**config.mk**
```make
export PLATFORM = sky130hd
export DESIGN_NAME = minmax_matrix_config_loader
export DESIGN_NICKNAME = d
export VERILOG_FILES = /design/src/rtl/minmax_matrix_config_loader.sv
export SDC_FILE = /design/constraint.sdc
export NUM_CORES = 1
export LEC_CHECK = 0
export ABC_AREA = 1
export CAP_MARGIN = 10
export CORE_MARGIN = 4
export CORE_UTILIZATION = 51
export DETAILED_ROUTE_END_ITERATION = 16
export GPL_TIMING_DRIVEN = 0
export PLACE_DENSITY_LB_ADDON = 0.05
export SLEW_MARGIN = 20
export SYNTH_ARGS = -nofsm -noshare
export SYNTH_HDL_FRONTEND = slang
export SYNTH_SLANG_ARGS = --single-unit
```
**constraint.sdc**
```tcl
create_clock -name conf_clk -period 2.2 [get_ports conf_clk]
set_input_delay 0.33 -clock conf_clk [delete_from_list [all_inputs] [get_ports conf_clk]]
set_output_delay 0.33 -clock conf_clk [all_outputs]
set_load 0.01 [all_outputs]
```
**src/rtl/minmax_matrix_config_loader.sv**
```systemverilog
// ============================================================================
// Module   : minmax_matrix_config_loader
// Brief    : Streams lower-triangular min/max comparator configuration words
//            from a valid/ready source into the comparator matrix.
// Revision : 1.0 - initial release
// ============================================================================
`default_nettype none

module minmax_matrix_config_loader #(
  parameter int                      ITERATION_VARIABLE_WIDTH = 16,
  parameter int                      DIMENSION                = 3,
  parameter int                      SELECT_WIDTH             = 3,
  parameter logic [SELECT_WIDTH-1:0] MATRIX_SEL_ID            = 3'b100,
  parameter int                      ACK_TIMEOUT              = 15,
  parameter int                      CNT_WIDTH                = 8
) (
  input  logic                                conf_clk,
  input  logic                                reset_n,
  input  logic                                start,
  input  logic [DIMENSION-1:0]                output_selector,
  input  logic [ITERATION_VARIABLE_WIDTH-1:0] src_data,
  input  logic                                src_valid,
  output logic                                src_ready,
  output logic [ITERATION_VARIABLE_WIDTH-1:0] conf_bus,
  output logic [SELECT_WIDTH-1:0]             sel,
  output logic                                mtx_reset,
  input  logic                                conf_ack,
  output logic                                busy,
  output logic                                done,
  output logic                                error,
  output logic [1:0]                          err_code,
  output logic [CNT_WIDTH-1:0]                words_loaded
);

  localparam int c_tmo_w = $clog2(ACK_TIMEOUT + 1);
  localparam logic [c_tmo_w-1:0] c_tmo_last = c_tmo_w'(ACK_TIMEOUT - 1);

  localparam logic [2:0] c_idle     = 3'd0;
  localparam logic [2:0] c_clear    = 3'd1;
  localparam logic [2:0] c_load     = 3'd2;
  localparam logic [2:0] c_wait_ack = 3'd3;
  localparam logic [2:0] c_done     = 3'd4;
  localparam logic [2:0] c_error    = 3'd5;

  localparam logic [1:0] c_err_timeout = 2'd1;
  localparam logic [1:0] c_err_early   = 2'd2;
  localparam logic [1:0] c_err_norows  = 2'd3;

  logic [2:0]                          r_state;
  logic [CNT_WIDTH-1:0]                r_count;
  logic [CNT_WIDTH-1:0]                r_total;
  logic [c_tmo_w-1:0]                  r_tmo;
  logic [ITERATION_VARIABLE_WIDTH-1:0] r_conf_bus;
  logic [SELECT_WIDTH-1:0]             r_sel;
  logic                                r_mtx_reset;
  logic [1:0]                          r_err_code;
  logic [CNT_WIDTH-1:0]                w_rows;
  logic                                w_run;
  logic                                w_hs;

  // Active rows are the unbroken run of ones starting at bit 0.
  always_comb begin
    w_rows = '0;
    w_run  = 1'b1;
    for (int i = 0; i < DIMENSION; i++) begin
      if (w_run && output_selector[i]) begin
        w_rows = w_rows + CNT_WIDTH'(1);
      end else begin
        w_run = 1'b0;
      end
    end
  end

  assign src_ready    = (r_state == c_load) && (r_count < r_total);
  assign w_hs         = src_valid && src_ready;
  assign busy         = (r_state == c_clear) || (r_state == c_load) || (r_state == c_wait_ack);
  assign done         = (r_state == c_done);
  assign error        = (r_state == c_error);
  assign err_code     = r_err_code;
  assign words_loaded = r_count;
  assign conf_bus     = r_conf_bus;
  assign sel          = r_sel;
  assign mtx_reset    = r_mtx_reset;

  always_ff @(posedge conf_clk or negedge reset_n) begin
    if (!reset_n) begin
      r_state     <= c_idle;
      r_count     <= '0;
      r_total     <= '0;
      r_tmo       <= '0;
      r_conf_bus  <= '0;
      r_sel       <= '0;
      r_mtx_reset <= 1'b0;
      r_err_code  <= 2'd0;
    end else begin
      r_sel       <= '0;
      r_mtx_reset <= 1'b0;
      case (r_state)
        c_idle, c_done, c_error: begin
          if (start) begin
            r_state     <= c_clear;
            r_mtx_reset <= 1'b1;
            r_err_code  <= 2'd0;
            r_count     <= '0;
          end
        end
        c_clear: begin
          r_total <= CNT_WIDTH'(2) * w_rows * (w_rows + CNT_WIDTH'(1));
          r_count <= '0;
          if (w_rows == '0) begin
            r_state    <= c_error;
            r_err_code <= c_err_norows;
          end else begin
            r_state <= c_load;
          end
        end
        c_load: begin
          // An ack before the last word wins over a same-cycle handshake.
          if (conf_ack) begin
            r_state    <= c_error;
            r_err_code <= c_err_early;
          end else if (w_hs) begin
            r_conf_bus <= src_data;
            r_sel      <= MATRIX_SEL_ID;
            r_count    <= r_count + CNT_WIDTH'(1);
            if (r_count + CNT_WIDTH'(1) == r_total) begin
              r_state <= c_wait_ack;
              r_tmo   <= '0;
            end
          end
        end
        c_wait_ack: begin
          if (conf_ack) begin
            r_state <= c_done;
          end else if (r_tmo == c_tmo_last) begin
            r_state    <= c_error;
            r_err_code <= c_err_timeout;
          end else begin
            r_tmo <= r_tmo + c_tmo_w'(1);
          end
        end
        default: r_state <= c_idle;
      endcase
    end
  end

endmodule

`default_nettype wire

```
Word-level counts from Yosys, hierarchy flattened
Cells that the tools add are included.
Storage, ports and cells
  input bits: 24
  register bits: 44
Operators by class
  add/subtract/negate cells: 5
  multiply operators: 1
  eq/ne operators: 19
  order comparisons: 1
  muxes and demuxes: 34
  bitwise gates (word level): 1
  reduce and logical (&&, ||, !) cells: 17
Operator list (count)
  $mux 8: 4
  $mux 3: 10
  $add 8x1->8 const B: 3
  $pmux 8 s3: 1
  $mux 4: 5
  $mux 2: 6
  $ne 2x2->1 const B: 6
  $pmux 3 s4: 1
  $reduce_and 6->1: 2
  $eq 8x8->1: 1
  $logic_not 8->1: 1
  $lt 8x8->1: 1
  $mul 7x8->7: 1
  $pmux 2 s4: 1
  $pmux 4 s2: 1
  $reduce_and 4->1: 2
  $eq 3x2->1 const B: 2
  $eq 3x3->1 const B: 2
  $ne 2x1->1 const B: 3
  $ne 3x2->1 const B: 2
  $mux 1: 5
  $add 4x1->4 const B: 1
  $eq 4x4->1 const B: 1
  $logic_and 1x1->1: 4
  other kinds (11): 12

Longest topological paths before layout
Gate-level depths: netlist of run 1.
  depth after elaboration: 8
  depth in mapped cells: 17
  gate-level depth less buffers: 17

Worst setup path after synthesis of run 1
OpenSTA, ideal clock, no wires.
  path kind: input port to flip-flop
  start point: in output_selector[2]
  end point: reg r_total[4]
  stages on the path: 14
  arrival: 2.381 ns
  slack: -0.264 ns
  setup time: 0.083 ns
  path buffers: 0
  cells stage by stage: inv_1 > nand2_1 > nand2_1 > inv_1 > ha_1 > inv_1 > ha_1 > nor2_1 > ha_1 > ha_1 > ha_1 > inv_1 > fa_1 > o21ai_0
On the way
  word-level cells in the longest chain between the ends: 4
Ends and longest elaborated chain
  start: declaration: line 20  | input logic [DIMENSION-1:0] output_selector,
  $logic_and 1x1->1 *: line 66  | if (w_run && output_selector[i]) begin
  $mux 8 *: line 66
  $add 8x1->8: line 108  | r_total <= CNT_WIDTH'(2) * w_rows * (w_rows + CNT_WIDTH'(1));
  $mul 7x8->7 *: line 108
  end signal: assignment: line 108
  end: declaration: line 51  | logic [CNT_WIDTH-1:0] r_total;
Mark *: on every way between the ends. The rest lies on a longest branch, timed or not.
A chain may end at the register's enable or synchronous reset.

Worst setup path in the final report of run 1
  start point: in output_selector[0]
  end point: reg r_total[4]
On the way
  word-level cells in the longest chain between the ends: 7
Ends and longest elaborated chain (line)
  $mux 1: 66
  $add 1x1->2 / $logic_and 1x1->1 (equally long branches): 67, 66
  $mux 2 / $mux 1 (equally long branches): 66
  $add 8x1->8 / $logic_and 1x1->1 (equally long branches): 67, 66
  $mux 8 *: 66
  $add 8x1->8: 108
  $mul 7x8->7 *: 108
Marked as above.

==> results of run 1 <==
-- layout make-up --
| class | instances | area [um^2] |
|---|---|---|
| Fill cell | 423 | 1340 |
| Clock buffer | 6 | 82.6 |
| Tap cell | 70 | 87.6 |
| Buffer | 5 | 36.3 |
| Clock inverter | 2 | 37.5 |
| Timing Repair Buffer | 73 | 688 |
| Multi-Input combinational cell | 274 | 1650 |
| Inverter | 39 | 158 |
| Sequential cell | 41 | 1030 |
-- repair_timing --
| action | 4_1_cts | 5_1_grt |
|---|---|---|
| setup buffers | 7 | 8 |
| pin swaps | 10 | 14 |
| hold buffers | 1 | 0 |
| gates cloned | 0 | 1 |
| endpoints found under the hold margin | 16 | 0 |
| gates resized for setup | 13 | 20 |
| endpoints found under the setup margin | 25 | 28 |
-- power groups by stage --
stage               clock [mW]  combinational, mW  sequential [mW]
finish                   0.635               1.66             1.13
global route             0.674               1.85             1.16
CTS                      0.655               1.56             1.13
detailed placement           0               1.52             1.14
global placement             0               1.48             1.14
floorplan                    0              0.859             1.19
-- cells in the mapped netlist --
master,n,share of area [%]
a211oi_1,1,0.28
a21boi_0,1,0.28
a21o_1,2,0.56
a21oi_1,8,1.5
a21oi_4,1,0.61
buf_1,1,0.14
buf_4,2,0.56
buf_6,1,0.42
clkbuf_1,1,0.14
clkinv_2,1,0.19
conb_1,2,0.28
dfrtp_1,41,38
fa_1,2,1.5
ha_1,25,12
inv_1,35,4.9
inv_2,1,0.14
inv_4,1,0.23
inv_6,1,0.33
nand2_1,125,17
nand2_2,1,0.23
nand2_4,1,0.42
nand3_1,34,6.3
nand3b_1,1,0.28
nand4_1,5,1.2
nand4_2,1,0.47
nand4_4,1,0.79
nor2_1,29,4.1
nor2_4,1,0.42
nor2_8,1,0.75
nor3_1,1,0.19
o2111ai_1,1,0.33
o211ai_1,1,0.28
o21ai_0,16,3.0
o21ai_2,2,0.65
xnor2_1,1,0.33
xor2_1,3,0.98
-- kinds of logic (layout without fill, tap and decap cells) --
| kind of cell | Yosys count | after routing |
|---|---|---|
| adders and majority gates | 27 | 27 |
| xor gates and xnor gates | 4 | 4 |
| AOI/OAI and AO/OA | 33 | 33 |
| and+or+nand+nor | 201 | 201 |
| DFF | 41 | 41 |
| other | 2 | 9 |
| buffers and inverters | 44 | 125 |
-- sequential cells by signal (all words and copies together) (netlist names) --
register	count
r_tmo	4
mtx_reset	1
words_loaded	8
r_total	6
sel	1
conf_bus	16
err_code	2
r_state	3
-- routing by layer --
metal	up-vias	part of all wire, %	global-route usage [%]
met1	1164	44	26.3
li1	1300	-	-
met5	-	0	0
met2	54	50	34.8
met4	0	1.5	5.74
met3	10	4.8	4.04
-- stage by stage --
step	util (%)	std cells	worst slack (ns)
CTS	71.9	501	0.00970
finish	73.7	510	0.0586
global placement	67.4	484	-0.604
global route	73.7	510	-0.0388
floorplan	-	359	-0.530
detailed placement	67.7	485	-0.639
-- critical path, cell delays in order --
cell and delay, ns:
clkdlybuf4s15_1 0.21, nand2_2 0.12, inv_4 0.06, ha_4 0.15, inv_2 0.06, ha_4 0.14, nor2_4 0.04, ha_4 0.23
ha_4 0.21, ha_4 0.22, inv_2 0.05, fa_2 0.41, o21ai_1 0.14
-- how the worst min path moves through the flow --
stage                                       start                          end  cells after the start
after floorplan                           reset_n      conf_bus[0]$_DFFE_PN0P_                      0
after global placement    conf_bus[7]$_DFFE_PN0P_      conf_bus[7]$_DFFE_PN0P_                      2
after detailed placement                  reset_n  words_loaded[5]$_DFFE_PN0P_                      1
after CTS                 conf_bus[7]$_DFFE_PN0P_      conf_bus[7]$_DFFE_PN0P_                      2
after global routing           output_selector[1]       r_total[3]$_DFFE_PN0P_                      5
final                          output_selector[1]       r_total[3]$_DFFE_PN0P_                      5
==> metrics.md, run 1 <==
| Metric | Value |
|---|---|
| Status | completed |
| # IOs | 58 |
| Compound-Gate Fraction of Synth Area | 7.46% |
| Psw | around 1.3 mW |
| Area after DPL | approximately 3500 um^2 |
| Worst-case clock buffer depth | 2 |
| Initial Utilization | 52.6% |
| Critical path peak fanout | 4 |
| Post-synthesis mux area share | 0% |
| Hold violation total from the final report | 0 |
| Largest family of logic cells by synthesized area | simple AND/OR/NAND/NOR gates |
| Vias in the first global route | roughly 2400 |
| Leak | approximately 1.9 nW |
| Site Rows | 26 |
| Cells after synthesis | roughly 350 |
| Final min period | around 2.1 ns |
| Pre-antenna DRT Iters | 4 |
| CP endpoint kind | flip-flop |
| GRT Resource Usage Total | between 20 and 25% |
| DRC | 0 |
| Ratio of final minimum period to clock period | between 90% and 100% |
| Total CTS buffers | 5 |
| Fraction of layout cells with a size suffix above 1 | around 16% |
| Crit path capture | r_total[4]$_DFFE_PN0P_ |
| PortBufs | 55 |
| Drt initial violations | between 100 and 150 |
| Via-to-Cell Ratio | ~5 |
| Antenna cells | 0 |
| Post-Synth Adder-Cell Area | about an eighth |
| CP startpoint | output_selector[0] |
| Most frequent cells in the layout | 122 x nand2_1, 50 x clkdlybuf4s50_1, 38 x dfrtp_1, 34 x nand3_1, 31 x inv_1 |
| Initial antenna violation count | 0 |
| Grt total ovfl | 0 |
| Commonest non-fill, non-tap cell in the layout | nand2_1 |
| CTS clk-pin slew, worst paths | approximately 0.08 ns |
| Syn Area/Cell | roughly 7.6 um^2 |
| Crit start category | input port |
| Int Pwr | about 2.1 mW |
| Power, Total | roughly 3.4 mW |
| First-pass GRT wire length | about 10000 um |
| Worst vdd ir | approximately 0.67 mV |
| Full die area | roughly 6500 um^2 |
| Worst Hold Margin | roughly 0.44 ns |
| Worst r2r src | r_total[7]$_DFFE_PN0P_ |
| Clock network power share | 18.5% |
| #FFs+latches synth | between 40 and 50 |
| Simple-Gate Fraction of Synth Area | 32.6% |
| Gp weighted congestion | 0.858 |
| Largest net degree at the start of global routing | 26 |
| Crit Path Class | input port to flip-flop |
| Die width | approximately 80 um |
| CTS Root Cell | clkbuf_8 |
| Slew Viols, Final | 0 |
| Detailed-route via count | between 2000 and 3000 |
| Post-Syn Area | between 2000 and 3000 um^2 |
| Register area share after synthesis | between 30% and 40% |
| Clock Sinks | around 40 |
| # H-tree levels | 2 |
| PwrDens | approximately 910 nW/um^2 |
| Die height | a little over 80 um |
| Sequential share of power | about a third |
| Combinational share of power | ~48% |
| Max frequency | about 470 MHz |
| Clk_lat worst skew | roughly 0.3 ns |
| Worst endpoint required time | about 2.4 ns |
| CTS tree | yes |
| Total wire length | 6450 um |
| Worst min path class | input port to flip-flop |
| Core Footprint | between 5000 and 6000 um^2 |
| Final setup viols | 0 |
| Post-synthesis xor/xnor area fraction | 1.30% |
| R2R Setup Slk | 0.08 ns |
| Clock Skews | roughly 0.0052 ns |
| DR WL/cell | roughly 13 um |
| Setup TNS | 0 ns |
| Area growth syn-to-layout | 40.2% |
| Fin area | 3760 um^2 |
| Total of max-cap violations | 0 |
| Distinct cells, synth | 36 |
| Reg2reg end | words_loaded[3]$_DFFE_PN0P_ |
| Post-DP HPWL | between 4000 and 5000 um |
| Nets@finish | between 400 and 500 |
| Post-route ant nets | 0 |
| Yosys warns | 0 |
| Sw Share | approximately two fifths |
| R2R depth | 11 |
| CP arrival | approximately 2.4 ns |
Note: power is estimated with default switching activity, not from simulation.
==> inputs of run 2 (changes only) <==
ABC_AREA = 0   (was 1)
SETUP_SLACK_MARGIN = 0.02   (was default)
==> metrics.md, run 2 <==
| Metric | Value |
|---|---|
| Status | completed (unchanged) |
| Post-Syn Area | 2580 um^2 (was 2690 um^2) |
| # IOs | 58 (unchanged) |
| PwrDens | 945 nW/um^2 (was 910 nW/um^2) |
| PortBufs | 55 (unchanged) |
| Dominant synthesized flop cell | dfrtp_1 (unchanged) |
| Full die area | 6260 um^2 (was 6490 um^2) |
| Initial Utilization | 53.5% (was 52.6%) |
| Core Footprint | 4820 um^2 (was 5110 um^2) |
| Ys async rst share | 100% (unchanged) |
| Critical path peak fanout | 10 (was 4) |
| Antenna cells | 0 (unchanged) |
| Fraction of layout cells with a size suffix above 1 | 19.2% (was 16.1%) |
| Commonest non-fill, non-tap cell in the layout | nand2_1 (unchanged) |
| Yosys top cell area share | 39.8% (was 38.2%) |
| GRT Resource Usage Total | 20.6% (was 20.4%) |
| Yosys warns | 0 (unchanged) |
| Slew Viols, Final | 0 (unchanged) |
| Register area share after synthesis | 39.8% (was 38.2%) |
| Clk_lat worst skew | 0.29 ns (was 0.30 ns) |
| Worst-case clock buffer depth | 2 (unchanged) |
| Worst endpoint required time | 1.87 ns (was 2.42 ns) |
| Largest register FFs | 16 (unchanged) |
| Post-synth EDFFs | 0 (unchanged) |
| CTS tree | yes (unchanged) |
| Unrepaired setup endpoints after global routing | true |
| Power, Total | 3.42 mW (was 3.43 mW) |
| Gp weighted congestion | 0.803 (was 0.858) |
| Total CTS buffers | 5 (unchanged) |
| DRC | 0 (unchanged) |
| Clock Skews | 0.00923 ns (was 0.00517 ns) |
| Ratio of final minimum period to clock period | 95.9% (was 97.3%) |
| Die height | 79.1 um (was 80.6 um) |
| Top cells by area, synth | dfrtp_1 40%, ha_1 12%, nand2_1 9.6% (was dfrtp_1 38%, nand2_1 17%, ha_1 12%) |
| Total wire length | 6240 um (was 6450 um) |
| First-pass GRT wire length | 10200 um (was 10500 um) |
| Leak | 1.69 nW (was 1.89 nW) |
| Worst setup margin | 0.0897 ns (was 0.0586 ns) |
| Clock Sinks | 41 (unchanged) |
| Distinct cells, synth | 52 (was 36) |
| Die width | 79.1 um (was 80.6 um) |
| Hold violation total from the final report | 0 (unchanged) |
| DR WL/cell | 14.0 um (was 12.7 um) |
| Max frequency | 474 MHz (was 467 MHz) |
| Post-DP HPWL | 4510 um (was 4920 um) |
| CP endpoint kind | output port (was flip-flop) |
| Final setup viols | 0 (unchanged) |
| Detailed-route via count | 2306 (was 2528) |
| Vias in the first global route | 2263 (was 2380) |
| Site Rows | 25 (was 26) |
| Yosys top cell by area | dfrtp_1 (unchanged) |
| Worst vdd ir | 0.572 mV (was 0.670 mV) |
| Drt initial violations | 151 (was 119) |
| Post-route ant nets | 0 (unchanged) |
| CP arrival | 1.78 ns (was 2.36 ns) |
| Syn Area/Cell | 8.80 um^2 (was 7.63 um^2) |
| Dominant cell by count in the synthesized netlist | nand2_1 (unchanged) |
| # H-tree levels | 2 (unchanged) |
| Relative slew slack | 38.7% |
| Largest net degree at the start of global routing | 28 (was 26) |
| CTS Root Cell | clkbuf_8 (unchanged) |
| Most frequent cells in the layout | 65 x nand2_1, 50 x clkdlybuf4s50_1, 37 x dfrtp_1, 19 x buf_4, 18 x ha_1 (was 122 x nand2_1, 50 x clkdlybuf4s50_1, 38 x dfrtp_1, 34 x nand3_1, 31 x inv_1) |
| Worst slew pin tran | just over 0.9 ns |
| Via-to-Cell Ratio | 5.16 (was 4.96) |
| Crit Path Class | flip-flop to output port (was input port to flip-flop) |
| Final min period | 2.11 ns (was 2.14 ns) |
| Worst min path class | input port to flip-flop (unchanged) |
| Total of max-cap violations | 0 (unchanged) |
| Initial antenna violation count | 0 (unchanged) |
| Nets@finish | 431 (was 490) |
| Crit start category | flip-flop (was input port) |
| Post-synth top cells | 66 x nand2_1, 41 x dfrtp_1, 25 x ha_1 (was 125 x nand2_1, 41 x dfrtp_1, 35 x inv_1) |
| Area growth syn-to-layout | 40.7% (was 40.2%) |
| Filler Cell Count | 365 (was 423) |
| Fin util | 75.3% (was 73.7%) |
| Pre-CTS setup slack | -0.791 ns (was -0.639 ns) |
| Cells after synthesis | 293 (was 352) |
| #FFs+latches synth | 41 (unchanged) |
| Pre-antenna DRT Iters | 4 (unchanged) |
| Grt total ovfl | 0 (unchanged) |
| CTS clk-pin slew, worst paths | 0.08 ns (about the same) |
[run 2: cell types whose count changed after synthesis, moves of 4 or more]
cell,before,now
nand2_1,125,66
nand2b_1,0,4
a22oi_1,0,5
o21ai_1,0,9
nand3_1,34,9
clkbuf_1,1,8
inv_1,35,22
nor3b_1,0,5
or3_1,0,5
nor2_1,29,10
[run 2: through the flow]
| stage | instances | area, um^2 | setup TNS, ns | hold WS, ns |
|---|---|---|---|---|
| global placement | 422 | 3300 | -11.72 | 0.457 |
| floorplan | 300 | 2660 | -1.75 | 0.0344 |
| finish | 447 | 3630 | 0 | 0.472 |
| detailed placement | 423 | 3310 | -1.82 | 0.263 |
| CTS | 445 | 3550 | 0 | 0.451 |
| global route | 447 | 3630 | 0 | 0.482 |
[run 2: worst paths after layout]
kind,startpoint,endpoint,slack [ns],cells past startpoint
max,r_state[0]$_DFFE_PN0P_,error,0.09,3
min,output_selector[1],r_total[3]$_DFFE_PN0P_,0.47,4
max reg2reg,r_state[0]$_DFFE_PN0P_,r_tmo[1]$_DFFE_PN0P_,0.09,8
min reg2reg,conf_bus[11]$_DFFE_PN0P_,conf_bus[11]$_DFFE_PN0P_,0.48,2
max in group asynchronous,reset_n,words_loaded[6]$_DFFE_PN0P_,1.25,3
min in group asynchronous,reset_n,err_code[1]$_DFFE_PN0P_,0.48,2
[run 2: final cells by class]
| class | instances | area [um^2] | area share, % |
|---|---|---|---|
| buffer | 15 | 91.3 | 2.52 |
| clock buffer | 6 | 82.6 | 2.28 |
| clock inverter | 1 | 7.51 | 0.207 |
| inverter | 23 | 86.3 | 2.38 |
| multi-input combinational | 220 | 1540 | 42.6 |
| sequential | 41 | 1030 | 28.4 |
| tap | 67 | 83.8 | 2.31 |
| timing repair buffer | 74 | 699 | 19.3 |
[run 2: kinds of logic after synthesis]
kind of cell             Yosys count  share of synthesized area (%)
AND/OR/NAND/NOR                  117                           21.4
AO/OA/AOI/OAI                     54                           13.5
adder cells (fa/ha/maj)           27                           13.7
flip-flops                        41                           39.8
buffers and inverters             39                           6.55
XOR/XNOR                           9                           3.06
other                              2                          0.291
multiplexers                       4                           1.70
[run 2: critical path, stage by stage (launching register included)]
cell             delay, ns
dfrtp_1               0.38
clkbuf_1              0.35
and3b_1               0.22
clkdlybuf4s50_1       0.53
[run 2: metal layers]
metal	global-route usage [%]	wire (um)	vias up
met1	26.7	2780	1074
met5	0	0	-
met2	34.5	3030	60
li1	-	-	1160
met3	3.85	327	12
met4	7.39	102	0
[run 2: what timing repair did]
item / CTS / global route
gates resized for setup: 29 / 24
pin swaps: 12 / 7
setup endpoints to repair: 14 / 22
buffers inserted: 14 / 5
hold buffers: 1 / 0
hold endpoints to repair: 14 / 0
[run 2: power breakdown]
| part | internal (mW) | leakage, nW | total (mW) | switching (mW) |
|---|---|---|---|---|
| Sequential | 1.02 | 0.526 | 1.20 | 0.179 |
| Clock | 0.248 | 0.0433 | 0.503 | 0.255 |
| Combinational | 0.886 | 1.12 | 1.72 | 0.836 |
==> inputs of run 3 (changes only) <==
CORE_MARGIN = default   (was 4)
==> metrics.md, run 3 (synthesized netlist as in run 2, its figures left out) <==
| Metric | Value |
|---|---|
| Status | completed (unchanged) |
| Hold violation total from the final report | 0 (unchanged) |
| Commonest non-fill, non-tap cell in the layout | nand2_1 (unchanged) |
| Worst endpoint required time | 2.41 ns (was 1.87 ns) |
| Clk_lat worst skew | 0.29 ns (about the same) |
| Worst vdd ir | 0.529 mV (was 0.572 mV) |
| CP endpoint kind | flip-flop (was output port) |
| Met3 wire length | 290 um (was 327 um) |
| Reg2reg end | r_tmo[1]$_DFFE_PN0P_ (unchanged) |
| Setup TNS | 0 ns (unchanged) |
| Critical path peak fanout | 2 (was 10) |
| DRC | 0 (unchanged) |
| Grt total ovfl | 0 (unchanged) |
| Worst-case clock buffer depth | 2 (unchanged) |
| Worst r2r src | r_state[0]$_DFFE_PN0P_ (unchanged) |
| DRT met1 WL | 2830 um (was 2780 um) |
| Placed cell count | 423 (unchanged) |
| Drt initial violations | 116 (was 151) |
| Detailed-route via count | 2338 (was 2306) |
| R2R depth | 8 (unchanged) |
| Die height | 73.1 um (was 79.1 um) |
| Worst min path class | input port to flip-flop (unchanged) |
| Nets@finish | 434 (was 431) |
| Combinational share of power | 49.5% (was 50.3%) |
| Final cell count without fillers | 451 (was 447) |
| # H-tree levels | 2 (unchanged) |
| Slew Viols, Final | 0 (unchanged) |
| Largest register FFs | 16 (unchanged) |
| Sequential share of power | 35.4% (was 35.0%) |
| CTS tree | yes (unchanged) |
| PortBufs | 55 (unchanged) |
| DR WL/cell | 13.6 um (was 14.0 um) |
| Vias in the first global route | 2226 (was 2263) |
| First-pass GRT wire length | 10200 um (about the same) |
| Area of the multi-input gates | 1540 um^2 (about the same) |
| R2R Setup Slk | 0.10 ns (was 0.09 ns) |
| Core Footprint | 4790 um^2 (was 4820 um^2) |
| Sw Share | 37.1% (about the same) |
| Crit Path Class | input port to flip-flop (was flip-flop to output port) |
| Psw | 1.27 mW (about the same) |
| Leak | 1.71 nW (was 1.69 nW) |
| # IOs | 58 (unchanged) |
| Final setup viols | 0 (unchanged) |
| Clock Sinks | 41 (unchanged) |
| CTS Root Cell | clkbuf_8 (unchanged) |
| Crit start category | input port (was flip-flop) |
| Total of max-cap violations | 0 (unchanged) |
| Antenna cells | 0 (unchanged) |
| Unrepaired setup endpoints after global routing | true (unchanged) |
| Filler Cell Count | 343 (was 365) |
| Pre-antenna DRT Iters | 4 (unchanged) |
| Most frequent cells in the layout | 65 x nand2_1, 50 x clkdlybuf4s50_1, 37 x dfrtp_1, 20 x buf_4, 18 x ha_1 (was 65 x nand2_1, 50 x clkdlybuf4s50_1, 37 x dfrtp_1, 19 x buf_4, 18 x ha_1) |
| Pre-CTS setup slack | -0.783 ns (was -0.791 ns) |
| GRT Resource Usage Total | 24.8% (was 20.6%) |
| Total wire length | 6140 um (was 6240 um) |
| CTS clk-pin slew, worst paths | 0.07 ns (was 0.08 ns) |
| Initial antenna violation count | 0 (unchanged) |
| Full die area | 5340 um^2 (was 6260 um^2) |
| Via-to-Cell Ratio | 5.18 (was 5.16) |
| Die width | 73.1 um (was 79.1 um) |
| Site Rows | 25 (unchanged) |
| Worst slew pin tran | 0.878 ns (was 0.917 ns) |
| Worst setup margin | 0.0539 ns (was 0.0897 ns) |
| FF/Latch Area | 1030 um^2 (unchanged) |
| Relative slew slack | 41.3% (was 38.7%) |
| Power, Total | 3.42 mW (about the same) |
| Clock network power share | 15.2% (was 14.7%) |
| Fraction of layout cells with a size suffix above 1 | 19.8% (was 19.2%) |
| Hold depth | 4 (unchanged) |
| Post-route ant nets | 0 (unchanged) |
| Worst Hold Margin | 0.459 ns (was 0.472 ns) |
| Initial Utilization | 53.9% (was 53.5%) |
| Area growth syn-to-layout | 41.7% (was 40.7%) |
| PwrDens | 935 nW/um^2 (was 945 nW/um^2) |
| Ratio of final minimum period to clock period | 97.5% (was 95.9%) |
| Final min period | 2.15 ns (was 2.11 ns) |
| Largest net degree at the start of global routing | 27 (was 28) |
| HP Start | output_selector[1] (unchanged) |
| Top Layer Used | met4 (unchanged) |
| Clock Skews | 0.00814 ns (was 0.00923 ns) |
| Gp weighted congestion | 0.834 (was 0.803) |
| Int Pwr | 2.15 mW (was 2.16 mW) |
| Max frequency | 466 MHz (was 474 MHz) |
| Total CTS buffers | 5 (unchanged) |
| Post-DP HPWL | 4190 um (was 4510 um) |
| Met2 wire len | 2970 um (was 3030 um) |
| CP arrival | 2.36 ns (was 1.78 ns) |
| Hold EP | r_total[3]$_DFFE_PN0P_ (unchanged) |
-- run 3: how the worst max path moves through the flow --
| stage | from | to | slack (ns) |
|---|---|---|---|
| global route | words_loaded[5]$_DFFE_PN0P_ | src_ready | -0.003 |
| global placement | output_selector[1] | r_total[4]$_DFFE_PN0P_ | -0.73 |
| detailed placement | output_selector[1] | r_total[4]$_DFFE_PN0P_ | -0.78 |
| floorplan | output_selector[1] | r_total[7]$_DFFE_PN0P_ | -0.62 |
| CTS | r_state[0]$_DFFE_PN0P_ | r_tmo[1]$_DFFE_PN0P_ | 0.03 |
| finish | output_selector[2] | r_total[4]$_DFFE_PN0P_ | 0.05 |
-- run 3: layout make-up --
cell class                 count  share of cell area [%]
multi-input combinational    220                    42.0
sequential                    41                    28.2
timing repair buffer          77                    19.5
buffer                        15                    2.81
inverter                      23                    2.50
tap                           67                    2.29
clock buffer                   6                    2.26
clock inverter                 2                   0.377
-- run 3: power by group through the flow --
stage | sequential [mW] | clock, mW | combinational (mW)
6_report | 1.21 | 0.519 | 1.69
5_1_grt | 1.25 | 0.562 | 1.87
4_1_cts | 1.21 | 0.540 | 1.62
3_5_place_dp | 1.22 | 0 | 1.58
3_3_place_gp | 1.21 | 0 | 1.54
2_1_floorplan | 1.27 | 0 | 0.874
-- run 3: through the flow --
| stage | area (um^2) | util [%] |
|---|---|---|
| after floorplan | 2660 | - |
| after detailed placement | 3310 | 69.2 |
| after CTS | 3550 | 74.1 |
| after global routing | 3650 | 76.3 |
| after global placement | 3300 | 68.9 |
| final | 3650 | 76.3 |
-- run 3: worst max-delay path: stages --
cell      delay, ns
buf_2          0.10
o21ai_2        0.18
inv_2          0.08
buf_6          0.11
buf_4          0.12
buf_4          0.13
buf_4          0.13
buf_4          0.12
buf_4          0.12
buf_4          0.12
buf_4          0.12
nand3b_1       0.13
fa_2           0.44
o21ai_1        0.13
-- run 3: repair_timing --
item | in CTS | in global routing
pin swaps | 11 | 7
resized for setup | 29 | 29
buffers inserted | 14 | 6
setup endpoints to repair | 17 | 28
cloned | 0 | 1
endpoints found under the hold margin | 15 | 0
hold buffers | 1 | 0
-- run 3: routing by layer --
layer  global-route usage (%)  vias to the layer above
met1                     32.1                     1112
met2                     41.4                       59
met4                     8.06                        0
met3                     5.11                        4
met5                        0                        -
li1                         -                     1163
